[src/rtl/uc_pkg.sv]
// uc_pkg: shared state encodings, display codes and width helpers for the
// position-queue control unit.
package uc_pkg;

  // Controller states; values double as the low bits of the display code.
  typedef enum logic [2:0] {
    S_INICIAL  = 3'd0,
    S_ESPERA   = 3'd1,
    S_ARMAZENA = 3'd2,
    S_MUDAR    = 3'd3,
    S_ERRO     = 3'd4
  } estado_t;

  // Codes shown on dbEstado.
  localparam logic [3:0] DB_INICIAL  = 4'h0;
  localparam logic [3:0] DB_ESPERA   = 4'h1;
  localparam logic [3:0] DB_ARMAZENA = 4'h2;
  localparam logic [3:0] DB_MUDAR    = 4'h3;
  localparam logic [3:0] DB_ERRO     = 4'h4;
  localparam logic [3:0] DB_INVALIDO = 4'hF;

  // Ceiling log2; clog2(1) = 0.
  function automatic int unsigned clog2(input int unsigned valor);
    int unsigned r;
    r = 0;
    for (int unsigned i = 0; i < 32; i++) begin
      if ((64'd1 << i) < 64'(valor)) r = i + 1;
    end
    return r;
  endfunction

  // Width of a register able to index/count 'valor' items, never below 1 bit.
  function automatic int unsigned largura_min1(input int unsigned valor);
    int unsigned r;
    r = clog2(valor);
    return (r == 0) ? 1 : r;
  endfunction

endpackage

[src/rtl/fila_posicoes.sv]
// fila_posicoes: circular queue of stored positions.
// Ports: clock/reset (sync, active-low); limpa clears everything;
// push writes dado at wr_ptr; pop advances rd_ptr; leitura is the oldest
// entry; ocupacao/vazio/cheio report the fill level.
module fila_posicoes
  import uc_pkg::*;
#(
  parameter int unsigned LARGURA      = 8,
  parameter int unsigned PROFUNDIDADE = 4,
  localparam int unsigned OCUP_W      = clog2(PROFUNDIDADE + 1)
) (
  input  logic                clock,
  input  logic                reset,
  input  logic                limpa,
  input  logic                push,
  input  logic                pop,
  input  logic [LARGURA-1:0]  dado,
  output logic [LARGURA-1:0]  leitura,
  output logic [OCUP_W-1:0]   ocupacao,
  output logic                vazio,
  output logic                cheio
);

  localparam int unsigned PTR_W = largura_min1(PROFUNDIDADE);

  logic [LARGURA-1:0] slot [PROFUNDIDADE];
  logic [PTR_W-1:0]   wr_ptr;
  logic [PTR_W-1:0]   rd_ptr;
  logic [OCUP_W-1:0]  ocup;

  // Explicit wrap so non-power-of-two depths work.
  function automatic logic [PTR_W-1:0] proximo(input logic [PTR_W-1:0] p);
    return (p == PTR_W'(PROFUNDIDADE - 1)) ? '0 : p + 1'b1;
  endfunction

  // Storage, pointers and count.
  always_ff @(posedge clock) begin
    if (!reset || limpa) begin
      wr_ptr <= '0;
      rd_ptr <= '0;
      ocup   <= '0;
      slot   <= '{default: '0};
    end else begin
      if (push) begin
        slot[wr_ptr] <= dado;
        wr_ptr       <= proximo(wr_ptr);
      end
      if (pop) rd_ptr <= proximo(rd_ptr);
      if (push && !pop) ocup <= ocup + 1'b1;
      else if (pop && !push) ocup <= ocup - 1'b1;
    end
  end

  assign leitura  = slot[rd_ptr];
  assign ocupacao = ocup;
  assign vazio    = (ocup == '0);
  assign cheio    = (ocup == OCUP_W'(PROFUNDIDADE));

endmodule

[src/rtl/uc_fila_posicoes.sv]
// uc_fila_posicoes: receive/open control unit with a queue of positions.
// Ports: clock/reset (sync, active-low); fimRecepcao/comando/dado from the
// serial receiver; abrir/posicao to the actuator; ocupacao/vazio/cheio queue
// status; armazenado/erro one-cycle event pulses; descartado marks a word
// ignored while opening; dbEstado is the state code for the display.
module uc_fila_posicoes
  import uc_pkg::*;
#(
  parameter int unsigned LARGURA_DADO = 8,
  parameter int unsigned PROFUNDIDADE = 4,
  parameter int unsigned CICLOS_ABRIR = 1000,
  localparam int unsigned OCUP_W      = clog2(PROFUNDIDADE + 1)
) (
  input  logic                    clock,
  input  logic                    reset,
  input  logic                    fimRecepcao,
  input  logic                    comando,
  input  logic [LARGURA_DADO-1:0] dado,
  output logic                    abrir,
  output logic [LARGURA_DADO-1:0] posicao,
  output logic [OCUP_W-1:0]       ocupacao,
  output logic                    vazio,
  output logic                    cheio,
  output logic                    armazenado,
  output logic                    erro,
  output logic                    descartado,
  output logic [3:0]              dbEstado
);

  localparam int unsigned CNT_W = largura_min1(CICLOS_ABRIR);

  estado_t                 estado;
  logic [CNT_W-1:0]        cnt;
  logic                    cnt_fim;
  logic                    push_c;
  logic                    pop_c;
  logic                    limpa_c;
  logic [LARGURA_DADO-1:0] leitura;

  assign cnt_fim = (cnt == CNT_W'(CICLOS_ABRIR - 1));
  assign push_c  = (estado == S_ESPERA) && fimRecepcao && !comando && !cheio;
  assign pop_c   = (estado == S_MUDAR) && cnt_fim;
  assign limpa_c = (estado == S_INICIAL);

  fila_posicoes #(
    .LARGURA      (LARGURA_DADO),
    .PROFUNDIDADE (PROFUNDIDADE)
  ) u_fila (
    .clock    (clock),
    .reset    (reset),
    .limpa    (limpa_c),
    .push     (push_c),
    .pop      (pop_c),
    .dado     (dado),
    .leitura  (leitura),
    .ocupacao (ocupacao),
    .vazio    (vazio),
    .cheio    (cheio)
  );

  // State register and opening-window counter.
  always_ff @(posedge clock) begin
    if (!reset) begin
      estado <= S_INICIAL;
      cnt    <= '0;
    end else begin
      case (estado)
        S_INICIAL: begin
          estado <= S_ESPERA;
          cnt    <= '0;
        end
        S_ESPERA: begin
          cnt <= '0;
          if (fimRecepcao) begin
            if (!comando) estado <= cheio ? S_ERRO : S_ARMAZENA;
            else          estado <= vazio ? S_ERRO : S_MUDAR;
          end
        end
        S_ARMAZENA, S_ERRO: estado <= S_ESPERA;
        S_MUDAR: begin
          if (cnt_fim) begin
            estado <= S_ESPERA;
            cnt    <= '0;
          end else begin
            cnt <= cnt + 1'b1;
          end
        end
        default: begin
          estado <= S_INICIAL;
          cnt    <= '0;
        end
      endcase
    end
  end

  // Moore decode of the registered state.
  always_comb begin
    abrir      = 1'b0;
    posicao    = '0;
    armazenado = 1'b0;
    erro       = 1'b0;
    dbEstado   = DB_INVALIDO;
    case (estado)
      S_INICIAL:  dbEstado = DB_INICIAL;
      S_ESPERA:   dbEstado = DB_ESPERA;
      S_ARMAZENA: begin
        dbEstado   = DB_ARMAZENA;
        armazenado = 1'b1;
      end
      S_MUDAR: begin
        dbEstado = DB_MUDAR;
        abrir    = 1'b1;
        posicao  = leitura;
      end
      S_ERRO: begin
        dbEstado = DB_ERRO;
        erro     = 1'b1;
      end
      default: dbEstado = DB_INVALIDO;
    endcase
  end

  // Words arriving while opening are dropped; flag them immediately.
  assign descartado = (estado == S_MUDAR) && fimRecepcao;

endmodule

[config.mk]
export PLATFORM = sky130hd
export DESIGN_NAME = uc_fila_posicoes
export DESIGN_NICKNAME = d
export VERILOG_FILES = /design/src/rtl/uc_pkg.sv /design/src/rtl/fila_posicoes.sv /design/src/rtl/uc_fila_posicoes.sv
export SDC_FILE = /design/constraint.sdc
export NUM_CORES = 1
export LEC_CHECK = 0
export BUFFER_PORTS_ARGS = -buffer_cell sky130_fd_sc_hd__buf_2
export CORE_ASPECT_RATIO = 0.5
export CORE_MARGIN = 2
export CORE_UTILIZATION = 62
export DETAILED_ROUTE_END_ITERATION = 16
export PLACE_DENSITY = 0.85
export SYNTH_ARGS = -nofsm -noshare
export SYNTH_HDL_FRONTEND = slang
export SYNTH_SLANG_ARGS = --single-unit
[constraint.sdc]
create_clock -name clock -period 4.12 [get_ports clock]
set_input_delay 0.206 -clock clock [delete_from_list [all_inputs] [get_ports clock]]
set_output_delay 0.206 -clock clock [all_outputs]
set_load 0.1 [all_outputs]
### Yosys cells after proc, flatten, opt, wreduce, memory -nomap -nowiden

Index checks and enable logic that the tools add are counted.

| operators by class | value |
|---|---|
| $add $sub $neg | 5 |
| order comparisons | 3 |
| eq/ne operators | 10 |
| muxes and demuxes | 23 |
| bitwise operators | 2 |
| reductions and logical operators | 20 |

Operator list:

| cell | count |
|---|---|
| 32-bit bitwise mux | 1 |
| 8-bit two-way mux | 4 |
| 3-bit two-way mux | 7 |
| 10-bit one-hot mux with 2 select lines | 1 |
| 4-bit one-hot mux with 5 select lines | 1 |
| 8-bit binary-select mux with 2-bit select | 1 |
| 8-bit demux with 2-bit select | 1 |
| 10-bit by 1-bit adder with 10-bit output, second input constant | 1 |
| 10-bit equality test, second input constant | 1 |
| 10-bit two-way mux | 1 |
| 3-bit one-hot mux with 3 select lines | 1 |
| 1-bit logical AND | 8 |
| 3-bit by 2-bit equality test with 1-bit output, second input constant | 2 |
| 3-bit equality test, second input constant | 2 |
| 3-bit greater-or-equal comparator, second input constant | 2 |
| 3-bit logical NOT | 2 |
| 2-bit NOT with 3-bit output | 2 |
| 1-bit logical NOT | 5 |
| 2-bit by 1-bit adder with 2-bit output, second input constant | 2 |
| 2-bit equality test, second input constant | 2 |
| 2-bit two-way mux | 2 |
| 2-bit inequality test, second input constant | 2 |
| 3-bit by 1-bit adder with 3-bit output, second input constant | 1 |
| 3-bit by 1-bit equality test with 1-bit output, second input constant | 1 |
| other kinds (8) | 10 |

| storage, ports and cells | value |
|---|---|
| register bits after elaboration | 52 |
| bits of input ports | 12 |
| output and inout port bits | 21 |
| logic and storage cells | 72 |

### Depth between registers and ports, before layout

Gate-level depths: netlist of the first run.

| depth | value |
|---|---|
| depth after elaboration | 8 |
| mapped depth | 9 |

### Cells and area by module

From an unflattened synthesis of the first run, not the netlist that was laid out.

| unflattened totals | value |
|---|---|
| cell total of the unflattened synthesis | 287 |
| area, all modules | 2,533.7 um2 |

By module, submodules not included:

| module | times used | cells an instance | area each (um2) |
|---|---|---|---|
| fila_posicoes | 1 | 193 | 1,739.2 |
| uc_fila_posicoes | 1 | 94 | 794.5 |

### Worst setup path after synthesis of the first run

OpenSTA, ideal clock, no wires.

| path | value |
|---|---|
| kind | reg2reg |
| from | reg u_fila.ocup[0] (netlist: u_fila.ocupacao[0]) |
| to | reg estado[0] |
| arrival time | 3,445 ps |
| data required time | 4,005 ps |
| slack | 561 ps |
| stages on the path, launching flop included | 5 |
| cells stage by stage | dfxtp_1 -> nor3_1 -> nand2b_1 -> a31oi_1 -> o21a_1 |

| between the ends | value |
|---|---|
| longest elaborated chain between the ends | 5 |

RTL lines:

| item | RTL line | source |
|---|---|---|
| start: declaration | fila_posicoes.sv:29 | `logic [OCUP_W-1:0] ocup;` |
| start signal: assignment | fila_posicoes.sv:49 | `if (push && !pop) ocup <= ocup + 1'b1;` |
| start signal: assignment | fila_posicoes.sv:50 | `else if (pop && !push) ocup <= ocup - 1'b1;` |
| 3-bit logical NOT | fila_posicoes.sv:56 | `assign vazio = (ocup == '0);` |
| net vazio | uc_fila_posicoes.sv:22 | `output logic vazio,` |
| 3-bit two-way mux | uc_fila_posicoes.sv:76 | `else estado <= vazio ? S_ERRO : S_MUDAR;` |
| 3-bit two-way mux | uc_fila_posicoes.sv:75 | `if (!comando) estado <= cheio ? S_ERRO : S_ARMAZENA;` |
| 3-bit two-way mux | uc_fila_posicoes.sv:74 | `if (fimRecepcao) begin` |
| 3-bit one-hot mux with 3 select lines | uc_fila_posicoes.sv:67 | `case (estado)` |
| end signal: assignment | uc_fila_posicoes.sv:75 |  |
| end signal: assignment | uc_fila_posicoes.sv:76 |  |
| end: declaration | uc_fila_posicoes.sv:32 | `estado_t estado;` |

The timed path passes the listed nets, and every way through them passes these cells. The select of a mux whose other input is x is not followed.
A chain may end at the register's enable or synchronous reset.

### Worst setup path in the final report of the first run

| path | value |
|---|---|
| from | reg estado[0] |
| to | reg u_fila.ocup[2] (netlist: u_fila.ocupacao[2]) |

| between the ends | value |
|---|---|
| longest elaborated chain between the ends | 7 |
| elaborated cells between the ends (all ways) | 14 |
| those cells by class | 2 x eq/ne; 1 x mux; 11 x reduce/logical |

RTL lines:

| item | RTL line | source |
|---|---|---|
| 3-bit by 1-bit equality test with 1-bit output * | uc_fila_posicoes.sv:41 | `assign push_c = (estado == S_ESPERA) && fimRecepcao && !comando && !cheio;` |
| 1-bit logical AND * (3 in a row) | uc_fila_posicoes.sv:41 |  |
| net push_c | uc_fila_posicoes.sv:35 | `logic push_c;` |
| 1-bit logical NOT | fila_posicoes.sv:50 |  |
| 1-bit logical AND | fila_posicoes.sv:50 |  |
| 2-bit nonzero test (no line) | n/a |  |

Mark *: on every way through the listed nets, which the timed path passes. The rest lies on a longest branch.

==> flow_metrics.py, run 1 <==
metrics = {
    "run_status": {
        "status": "finished clean",
    },
    "clock_tree": {
        "cts_sinks": 52,
        "cts-hold-fix-buffers": 0,
        "post_cts_resized": 0,
        "clk_path_buf_depth": 2,
        "cts-root-buf": "clkbuf_8",
        "cts_tree": "built",
        "path_clk_slew_ns": 0.09,
        "worstSkewPairLatency_ns": 0.30,
        "numCtsBuffers": 5,
        "h-tree-depth": 2,
        "cts_setup_buffers": 0,
    },
    "critical_path": {
        "worst_setup_path_end_kind": "register",
        "start_kind": "register",
        "cp.arrival_ns": 2.92,
        "ff2ff_path_depth": 8,
        "cpPeakStageDelay_ns": 0.65,
        "path_cells": "nand4bb_1 -> nor3_1 -> ha_1 -> inv_1 -> fa_1 -> xor2_1 -> or3_1 -> a21oi_1",
        "path_class": "register to register",
        "required_ns": 4.34,
        "slowest_stage": "dfxtp_1",
        "path_max_fanout": 17,
    },
    "finish": {
        "final_area_sq_um": 2800,
        "multi_input_area_sq_um": 1410,
        "layout-drive-gt1-share_pct": 24.4,
        "antenna_cells": 0,
        "syn_to_final_growth_pct": 8.31,
        "fin_util_pct": 70.7,
        "nNetsFinal": 320,
        "final_common_cell": "dfxtp_1",
        "seqCellArea_sq_um": 1040,
        "filler_cell_count": 316,
        "layout_common_cells": "dfxtp_1 (52), nand3_1 (35), nand2_1 (34)",
    },
    "floorplan": {
        "die_area_sq_um": 4740,
        "die_x_um": 95.4,
        "boundaryPins": 33,
        "rows": 16,
        "core_area_sq_um": 3960,
        "die_y_um": 49.7,
        "initial_core_util_pct": 65.3,
    },
    "placement": {
        "place_congestion": 0.750,
        "postPlaceCellArea_sq_um": 2710,
        "io_buffers": 32,
        "dp_hpwl_mm": 3.53,
        "dp_slack_ns": 1.49,
    },
    "timing": {
        "rsz0062_at_grt": "no",
        "worst_slack_ns": 1.42,
        "fin_setup_tns_ns": 0,
        "max_freq_mhz": 370,
        "maxSlewViolCount": 0,
        "setup_violations": 0,
        "tightest_slew_ns": 1.02,
        "skew_ns": 0.00363,
        "slew_headroom_pct": 31.8,
        "finalHoldViolCount": 0,
        "min_period_ns": 2.70,
        "finalCritPeriodShare_pct": 65.6,
    },
    "global_route": {
        "grt_usage_pct": 24.4,
        "antenna_found_initial": 0,
        "grt-ovfl-total": 0,
        "grt_start_max_net_pins": 59,
        "grt_pass1_vias": 1947,
        "grt_pass1_wl_mm": 9.01,
    },
    "routing": {
        "vias_per_cell": 6.05,
        "antenna_left": 0,
        "drt-total-wl_mm": 5.34,
        "drt_iter0_markers": 126,
        "firstDrtPassIters": 4,
        "route.vias.total": 2135,
        "wl_per_cell_um": 15.1,
        "remaining_drc_errors": 0,
    },
    "yosys": {
        "syn_nets": 301,
        "synthArstFlopShare_pct": 0,
        "yosys.cell_types.count": 44,
        "yosysWarnings": 0,
        "synth_top_area_share_pct": 40.2,
        "ys_top_cells_by_area": "dfxtp_1 (40%), mux4_2 (7.0%), nand3_1 (6.8%)",
        "synth-seq-area-share_pct": 40.2,
        "synth-edff-count": 0,
        "syn-cell-area_sq_um": 2590,
        "synth_top_area_cell": "dfxtp_1",
        "synth_seq_cells": 52,
        "avgSynthCellArea_sq_um": 9.21,
        "syn_inst": 281,
        "ys.flop_type": "dfxtp_1",
    },
    "pwr": {
        "leakage_nw": 1.07,
        "ir_drop_uv": 218,
        "powerDensity_nw_per_um2": 337,
        "power_mw": 0.945,
    },
    "worst_hold_path": {
        "hold_class": "primary input to register",
        "whs_path_depth": 3,
    },
    "flow_run": {
        "maxCapViolations": 0,
    },
}
[per-layer routing]
| layer | global-route usage [%] | up-vias | part of all wire, % |
|---|---|---|---|
| met1 | 31.9 | 1010 | 46 |
| li1 | - | 1040 | - |
| met4 | 8.57 | 0 | 2.1 |
| met3 | 5.35 | 12 | 6.7 |
| met2 | 40.3 | 73 | 45 |
| met5 | 0 | - | 0 |
[worst paths after layout]
check / startpoint / endpoint / slack (ns)
max: estado[0] / u_fila.ocupacao[2] / 1.42
min: dado[1] / u_fila.slot[17] / 0.16
max reg2reg: estado[0] / u_fila.ocupacao[2] / 1.42
min reg2reg: u_fila.slot[17] / u_fila.slot[17] / 0.46
[cell families (layout without fill, tap and decap cells)]
group / Yosys count / in the layout / synth area share (%)
and+or+nand+nor: 117 / 117 / 23.5
AOI/OAI and AO/OA: 57 / 57 / 15.1
DFF: 52 / 52 / 40.2
buffers and inverters: 26 / 44 / 5.17
muxes: 11 / 11 / 8.12
xor gates and xnor gates: 10 / 10 / 3.67
adders and majority gates: 8 / 8 / 4.16
[cell type report]
cell class                      instances  area share [%]
Multi-Input combinational cell        203            50.4
Clock buffer                            5            2.45
Timing Repair Buffer                   32            5.71
Tap cell                               54            2.41
Clock inverter                          1            1.07
Inverter                                6           0.803
Sequential cell                        52            37.1
[critical path: cells and delay by family, from the launching register on]
family | cells | cell delay, ns
XOR/XNOR | 1 | 0.16
AO/OA/AOI/OAI | 1 | 0.17
buffers and inverters | 1 | 0.06
flip-flops | 1 | 0.65
AND/OR/NAND/NOR | 3 | 0.94
adder cells (fa/ha/maj) | 2 | 0.64
[sequential cells by signal, indices dropped and copies added (netlist names)]
signal / cells
u_fila.rd_ptr: 2
u_fila.slot: 32
u_fila.wr_ptr: 2
estado: 3
cnt: 10
u_fila.ocupacao: 3
[cells in the mapped netlist (4+ instances only)]
library cell	instances
nor3_1	4
mux4_2	8
inv_1	6
o21ai_0	21
nor2_1	12
a31oi_1	5
dfxtp_1	52
nand2_1	34
ha_1	7
clkbuf_1	5
and2_1	10
buf_2	10
nand3_1	35
o21ai_2	16
xor2_1	8
a21oi_1	4
[through the flow]
stage          cells  hold WS, ns
2_1_floorplan    281        0.324
3_3_place_gp     347        0.448
3_5_place_dp     347        0.450
4_1_cts          353        0.160
5_1_grt          353        0.161
6_report         353        0.160
[power breakdown]
part           leakage [nW]  switching (mW)  total (mW)  internal, mW
registers             0.419         0.00850       0.515         0.506
logic                 0.602          0.0732      0.0964        0.0232
clock network        0.0501           0.159       0.334         0.175
total                  1.07           0.241       0.945         0.704
Power figures use the tool's default switching activity.
==> inputs of run 2 (changes only) <==
--- a/config.mk
+++ b/config.mk
@@ -8,9 +8,9 @@
 export BUFFER_PORTS_ARGS = -buffer_cell sky130_fd_sc_hd__buf_2
 export CORE_ASPECT_RATIO = 0.5
 export CORE_MARGIN = 2
-export CORE_UTILIZATION = 62
+export CORE_UTILIZATION = 57
 export DETAILED_ROUTE_END_ITERATION = 16
-export PLACE_DENSITY = 0.85
+export PLACE_DENSITY = 0.79
 export SYNTH_ARGS = -nofsm -noshare
 export SYNTH_HDL_FRONTEND = slang
 export SYNTH_SLANG_ARGS = --single-unit
==> constraint.sdc (replaced) <==
create_clock -name clock -period 2.8 [get_ports clock]
set_input_delay 0.14 -clock clock [delete_from_list [all_inputs] [get_ports clock]]
set_output_delay 0.14 -clock clock [all_outputs]
set_load 0.1 [all_outputs]
==> run 2 against run 1 <==
  * Sequential power is 47% higher
  * Hold slack worse by 0.072 ns
  * Global-route usage is 2.7 points lower
  * Critical path depth is 1 lower
  * Clock skew is 0.00055 ns higher
  * Highest routed layer unchanged
  * Combinational power is 49% higher
  * Die area is 8.2% higher
  * Via count is 2.7% lower
==> flow_metrics.py, run 2 (synthesis gave the netlist of run 1 again) <==
metrics = {
    "finish": {
        "reg_top3": "u_fila.slot x32, cnt x10",
        "nNetsFinal": 323,
        "largest_register_ffs": 32,
        "layout_common_cells": "dfxtp_1 (49), nand3_1 (35), nand2_1 (34)",
        "max_flop_register": "u_fila.slot",
        "layout-drive-gt1-share_pct": 28.3,
        "antenna_cells": 0,
        "finalNonFillerCells": 361,
        "syn_to_final_growth_pct": 10.7,
        "final_area_sq_um": 2870,
        "final_common_cell": "dfxtp_1",
    },
    "critical_path": {
        "path_cells": "and3b_2 -> nand4_1 -> ha_2 -> inv_1 -> fa_2 -> mux2i_1 -> nor2_1",
        "worst_setup_path_end_kind": "register",
        "crit_buf_inv": 1,
        "path_max_fanout": 17,
        "path_delay_family": "simple AND/OR/NAND/NOR gates",
        "slowest_stage": "dfxtp_1",
        "start_kind": "register",
        "path_class": "register to register",
        "required_ns": 2.96,
        "cp.arrival_ns": 2.62,
        "cpPeakStageDelay_ns": 0.66,
    },
    "floorplan": {
        "die_y_um": 51.7,
        "core_area_sq_um": 4380,
        "die_area_sq_um": 5130,
        "rows": 17,
        "boundaryPins": 33,
        "die_x_um": 99.3,
        "initial_core_util_pct": 59.1,
    },
    "clock_tree": {
        "cts_sinks": 52,
        "cts_setup_buffers": 0,
        "h-tree-depth": 2,
        "clk_path_buf_depth": 2,
        "numCtsBuffers": 5,
        "cts_tree": "built",
        "cts-hold-fix-buffers": 0,
        "cts-root-buf": "clkbuf_8",
        "path_clk_slew_ns": 0.09,
        "post_cts_resized": 0,
        "worstSkewPairLatency_ns": 0.30,
    },
    "timing": {
        "hold-worst-slack_ns": 0.0880,
        "tightest_slew_ns": 0.745,
        "setup_violations": 0,
        "finalCritPeriodShare_pct": 87.8,
        "rsz0062_at_grt": "no",
        "skew_ns": 0.00418,
        "slew_headroom_pct": 49.9,
        "max_freq_mhz": 407,
        "finalHoldViolCount": 0,
        "fin_setup_tns_ns": 0,
        "maxSlewViolCount": 0,
        "min_period_ns": 2.46,
    },
    "run_status": {
        "status": "finished clean",
    },
    "pwr": {
        "ir_drop_uv": 243,
        "combPwrFrac_pct": 10.7,
        "p_sw_share_pct": 26.7,
        "p_int_mw": 0.981,
        "leakage_nw": 1.08,
        "power_mw": 1.34,
        "p_sw_mw": 0.357,
        "powerDensity_nw_per_um2": 467,
        "pwr-share-seq_pct": 56.5,
        "p_clk_share_pct": 32.8,
    },
    "routing": {
        "route.vias.total": 2078,
        "wl_per_cell_um": 14.1,
        "firstDrtPassIters": 4,
        "vias_per_cell": 5.76,
        "wirelength_met1_mm": 2.44,
        "route.met3.wl_um": 195,
        "routed.top_layer": "met4",
        "dr_wl_met2_mm": 2.42,
        "antenna_left": 0,
        "remaining_drc_errors": 0,
        "drt_iter0_markers": 92,
        "drt-total-wl_mm": 5.10,
    },
    "placement": {
        "postPlaceCellArea_sq_um": 2770,
        "place_congestion": 0.891,
        "io_buffers": 32,
        "place_inst": 353,
        "dp_hpwl_mm": 3.64,
    },
    "global_route": {
        "grt_usage_pct": 21.7,
        "antenna_found_initial": 0,
        "grt_start_max_net_pins": 32,
        "grt_pass1_vias": 1926,
        "grt-ovfl-total": 0,
        "grt_pass1_wl_mm": 8.74,
    },
    "flow_run": {
        "maxCapViolations": 0,
    },
    "worst_hold_path": {
        "hold_class": "primary input to register",
    },
}
## run 2: cell types whose count changed in the layout (fill, tap and decap cells not counted), moves of 2 or more
| cell | previous run | this run |
|---|---|---|
| nor3_2 | 0 | 2 |
| dfxtp_1 | 52 | 49 |
| buf_4 | 0 | 3 |
| nor3_1 | 4 | 1 |
| dfxtp_4 | 0 | 3 |
## run 2: final timing paths
path	from	to	slack (ns)	depth (start not counted)
worst max-delay path	estado[0]	u_fila.ocupacao[1]	0.34	7
worst min-delay path	dado[1]	u_fila.slot[1]	0.09	3
worst max register to register	estado[0]	u_fila.ocupacao[1]	0.34	7
worst min register to register	u_fila.slot[1]	u_fila.slot[1]	0.47	2
## run 2: worst min-delay path, cell delays in order
cell and delay (ns):
buf_2 0.09, nand3_1 0.07, o21ai_2 0.06
## run 2: cell type report
cell class / instances / area, sq um
sequential: 52 / 1050
inverter: 6 / 26.3
timing repair buffer: 35 / 183
clock buffer: 7 / 86.3
tap: 57 / 71.3
fill: 353 / 1520
clock inverter: 1 / 6.26
multi-input combinational: 203 / 1440
## run 2: power by group through the flow
stage               registers (mW)  logic (mW)  clock network, mW
floorplan                    0.772       0.115                  0
global placement             0.772       0.140                  0
detailed placement           0.773       0.143                  0
CTS                          0.756       0.144              0.450
global route                 0.758       0.155              0.481
finish                       0.756       0.144              0.439
## run 2: metal layers
metal  up-vias  global-route usage [%]
li1       1046                       -
met1       995                    28.4
met2        32                    36.4
met3         5                    5.51
met4         0                    5.94
met5         -                       0
## run 2: through the flow
| stage | worst slack (ns) | util [%] |
|---|---|---|
| 2_1_floorplan | -0.00922 | - |
| 3_3_place_gp | 0.486 | 63.3 |
| 3_5_place_dp | 0.374 | 63.3 |
| 4_1_cts | 0.328 | 65.4 |
| 5_1_grt | 0.152 | 65.4 |
| 6_report | 0.342 | 65.4 |
==> inputs of run 3 (changes only) <==
--- a/config.mk
+++ b/config.mk
@@ -6,11 +6,13 @@
 export NUM_CORES = 1
 export LEC_CHECK = 0
 export BUFFER_PORTS_ARGS = -buffer_cell sky130_fd_sc_hd__buf_2
+export CELL_PAD_IN_SITES_DETAIL_PLACEMENT = 0
+export CELL_PAD_IN_SITES_GLOBAL_PLACEMENT = 1
 export CORE_ASPECT_RATIO = 0.5
 export CORE_MARGIN = 2
-export CORE_UTILIZATION = 57
+export CORE_UTILIZATION = 44
 export DETAILED_ROUTE_END_ITERATION = 16
-export PLACE_DENSITY = 0.79
+export PLACE_DENSITY_LB_ADDON = 0.1
 export SYNTH_ARGS = -nofsm -noshare
 export SYNTH_HDL_FRONTEND = slang
 export SYNTH_SLANG_ARGS = --single-unit
==> run 3 against run 2 <==
  * Critical path depth rose by 1
  * Sequential cell count did not move
  * Non-clock buffer count rose by 2
  * Final cell count rose by 5.0%
  * Clock power rose by 43%
  * Total power rose by 15%
  * Combinational power rose by 9.7%
  * Register-to-register slack improved by 0.13 ns
  * Via count fell by 1.1%
  * Die area rose by 28%
  * Global-route usage fell by 3.6 points
  * Design area rose by 3.8%
==> flow_metrics.py, run 3 (synthesis gave the netlist of run 1 again) <==
metrics = {
    "run_status": {
        "status": "finished clean",
    },
    "clock_tree": {
        "numCtsBuffers": 5,
        "cts_sinks": 52,
        "h-tree-depth": 2,
        "cts-root-buf": "clkbuf_16",
        "cts_tree": "built",
        "post_cts_resized": 0,
        "cts-hold-fix-buffers": 0,
        "clk_path_buf_depth": 2,
        "worstSkewPairLatency_ns": 0.29,
        "path_clk_slew_ns": 0.07,
        "cts_setup_buffers": 0,
    },
    "critical_path": {
        "required_ns": 3.01,
        "cp.arrival_ns": 2.54,
        "cpPeakStageDelay_ns": 0.54,
        "worstReg2RegEnd": "u_fila.ocupacao[2]",
        "path_delay_family": "simple AND/OR/NAND/NOR gates",
        "start_kind": "register",
        "path_class": "register to register",
        "slowest_stage": "dfxtp_1",
        "path_max_fanout": 12,
        "r2r_setup_slack_ns": 0.47,
        "crit_buf_inv": 1,
        "path_cells": "and3b_2 -> nand4_1 -> ha_2 -> inv_1 -> fa_2 -> xor2_1 -> or3_1 -> a21oi_1",
        "r2r_start": "estado[1]",
        "ff2ff_path_depth": 8,
        "worst_setup_path_end_kind": "register",
    },
    "global_route": {
        "antenna_found_initial": 0,
        "grt_pass1_vias": 1967,
        "use_met2_pct": 28.7,
        "grt_busiest_layer": "met2",
        "grt-ovfl-total": 0,
        "met3_usage_pct": 4.81,
        "grt_start_max_net_pins": 31,
        "grt_util_met1_pct": 25.9,
        "grt_pass1_wl_mm": 9.38,
        "grt_usage_pct": 18.1,
    },
    "routing": {
        "firstDrtPassIters": 4,
        "antenna_left": 0,
        "remaining_drc_errors": 0,
        "drt_iter0_markers": 132,
        "vias_per_cell": 5.42,
        "drt-total-wl_mm": 5.46,
        "wl_per_cell_um": 14.4,
        "route.vias.total": 2056,
    },
    "pwr": {
        "ir_drop_uv": 247,
        "powerDensity_nw_per_um2": 516,
        "power_mw": 1.53,
        "leakage_nw": 1.12,
    },
    "placement": {
        "place_inst": 371,
        "dp_hpwl_mm": 3.91,
        "postPlaceCellArea_sq_um": 2820,
        "io_buffers": 32,
        "place_congestion": 0.781,
        "dp_slack_ns": 0.490,
    },
    "finish": {
        "finalNonFillerCells": 379,
        "filler_cell_count": 519,
        "syn_to_final_growth_pct": 14.8,
        "reg_top3": "u_fila.slot x32, cnt x10",
        "final_area_sq_um": 2970,
        "layout_common_cells": "dfxtp_1 (49), nand3_1 (35), nand2_1 (34)",
        "nNetsFinal": 325,
        "fin_util_pct": 53.2,
        "max_flop_register": "u_fila.slot",
        "largest_register_ffs": 32,
        "antenna_cells": 0,
        "final_common_cell": "dfxtp_1",
        "layout-drive-gt1-share_pct": 29.1,
    },
    "timing": {
        "min_period_ns": 2.33,
        "hold-worst-slack_ns": 0.108,
        "fin_setup_tns_ns": 0,
        "worst_slack_ns": 0.468,
        "slew_headroom_pct": 41.6,
        "max_freq_mhz": 429,
        "tightest_slew_ns": 0.869,
        "setup_violations": 0,
        "skew_ns": 0.00401,
        "finalCritPeriodShare_pct": 83.3,
        "maxSlewViolCount": 0,
        "rsz0062_at_grt": "no",
        "finalHoldViolCount": 0,
    },
    "worst_hold_path": {
        "hold_end": "u_fila.slot[22]",
        "hp-start": "dado[6]",
        "whs_path_depth": 3,
        "hold_class": "primary input to register",
    },
    "floorplan": {
        "die_area_sq_um": 6550,
        "die_x_um": 112,
        "initial_core_util_pct": 46.3,
        "core_area_sq_um": 5590,
        "die_y_um": 58.2,
        "rows": 19,
        "boundaryPins": 33,
    },
    "flow_run": {
        "maxCapViolations": 0,
    },
}
run 3: changes by cell type in the layout (fill, tap and decap cells not counted):
| cell | previous run | this run |
|---|---|---|
| clkbuf_16 | 0 | 5 |
| clkinvlp_4 | 1 | 2 |
| clkbuf_8 | 6 | 1 |
| buf_12 | 0 | 1 |
| clkbuf_1 | 1 | 0 |
| buf_4 | 3 | 4 |
run 3: layout make-up:
class | instances | area, sq um | share of cell area, %
clock buffer | 6 | 139 | 4.67
clock inverter | 2 | 13.8 | 0.463
inverter | 6 | 26.3 | 0.884
multi-input combinational | 203 | 1440 | 48.4
sequential | 52 | 1050 | 35.4
tap | 73 | 91.3 | 3.07
timing repair buffer | 37 | 210 | 7.07
run 3: worst max path at each step:
stage                       start                 end  slack [ns]  depth (start not counted)
6_report                estado[1]  u_fila.ocupacao[2]        0.47                          8
3_3_place_gp               cnt[0]  u_fila.ocupacao[2]        0.54                          9
2_1_floorplan  u_fila.ocupacao[0]  u_fila.ocupacao[2]      -0.009                          9
5_1_grt                 estado[1]  u_fila.ocupacao[2]        0.29                          8
4_1_cts                 estado[1]  u_fila.ocupacao[2]        0.47                          8
3_5_place_dp               cnt[0]  u_fila.ocupacao[2]        0.49                          9
run 3: worst min-delay path, delay by kind of cell:
kind | cells | cell delay [ns]
AO/OA/AOI/OAI | 1 | 0.05
buffers and inverters | 1 | 0.10
AND/OR/NAND/NOR | 1 | 0.07
run 3: routing by layer:
layer / vias up / part of all wire [%] / wire (um)
met4: 0 / 0.27 / 15
met3: 2 / 3.8 / 208
met2: 38 / 44 / 2380
met1: 956 / 52 / 2860
li1: 1060 / - / -
met5: - / 0 / 0
run 3: where the power goes:
| group | internal [mW] | switching, mW | leakage (nW) |
|---|---|---|---|
| Combinational | 0.0414 | 0.117 | 0.624 |
| Sequential | 0.743 | 0.00711 | 0.422 |
| Clock | 0.356 | 0.269 | 0.0734 |
| Total | 1.14 | 0.393 | 1.12 |
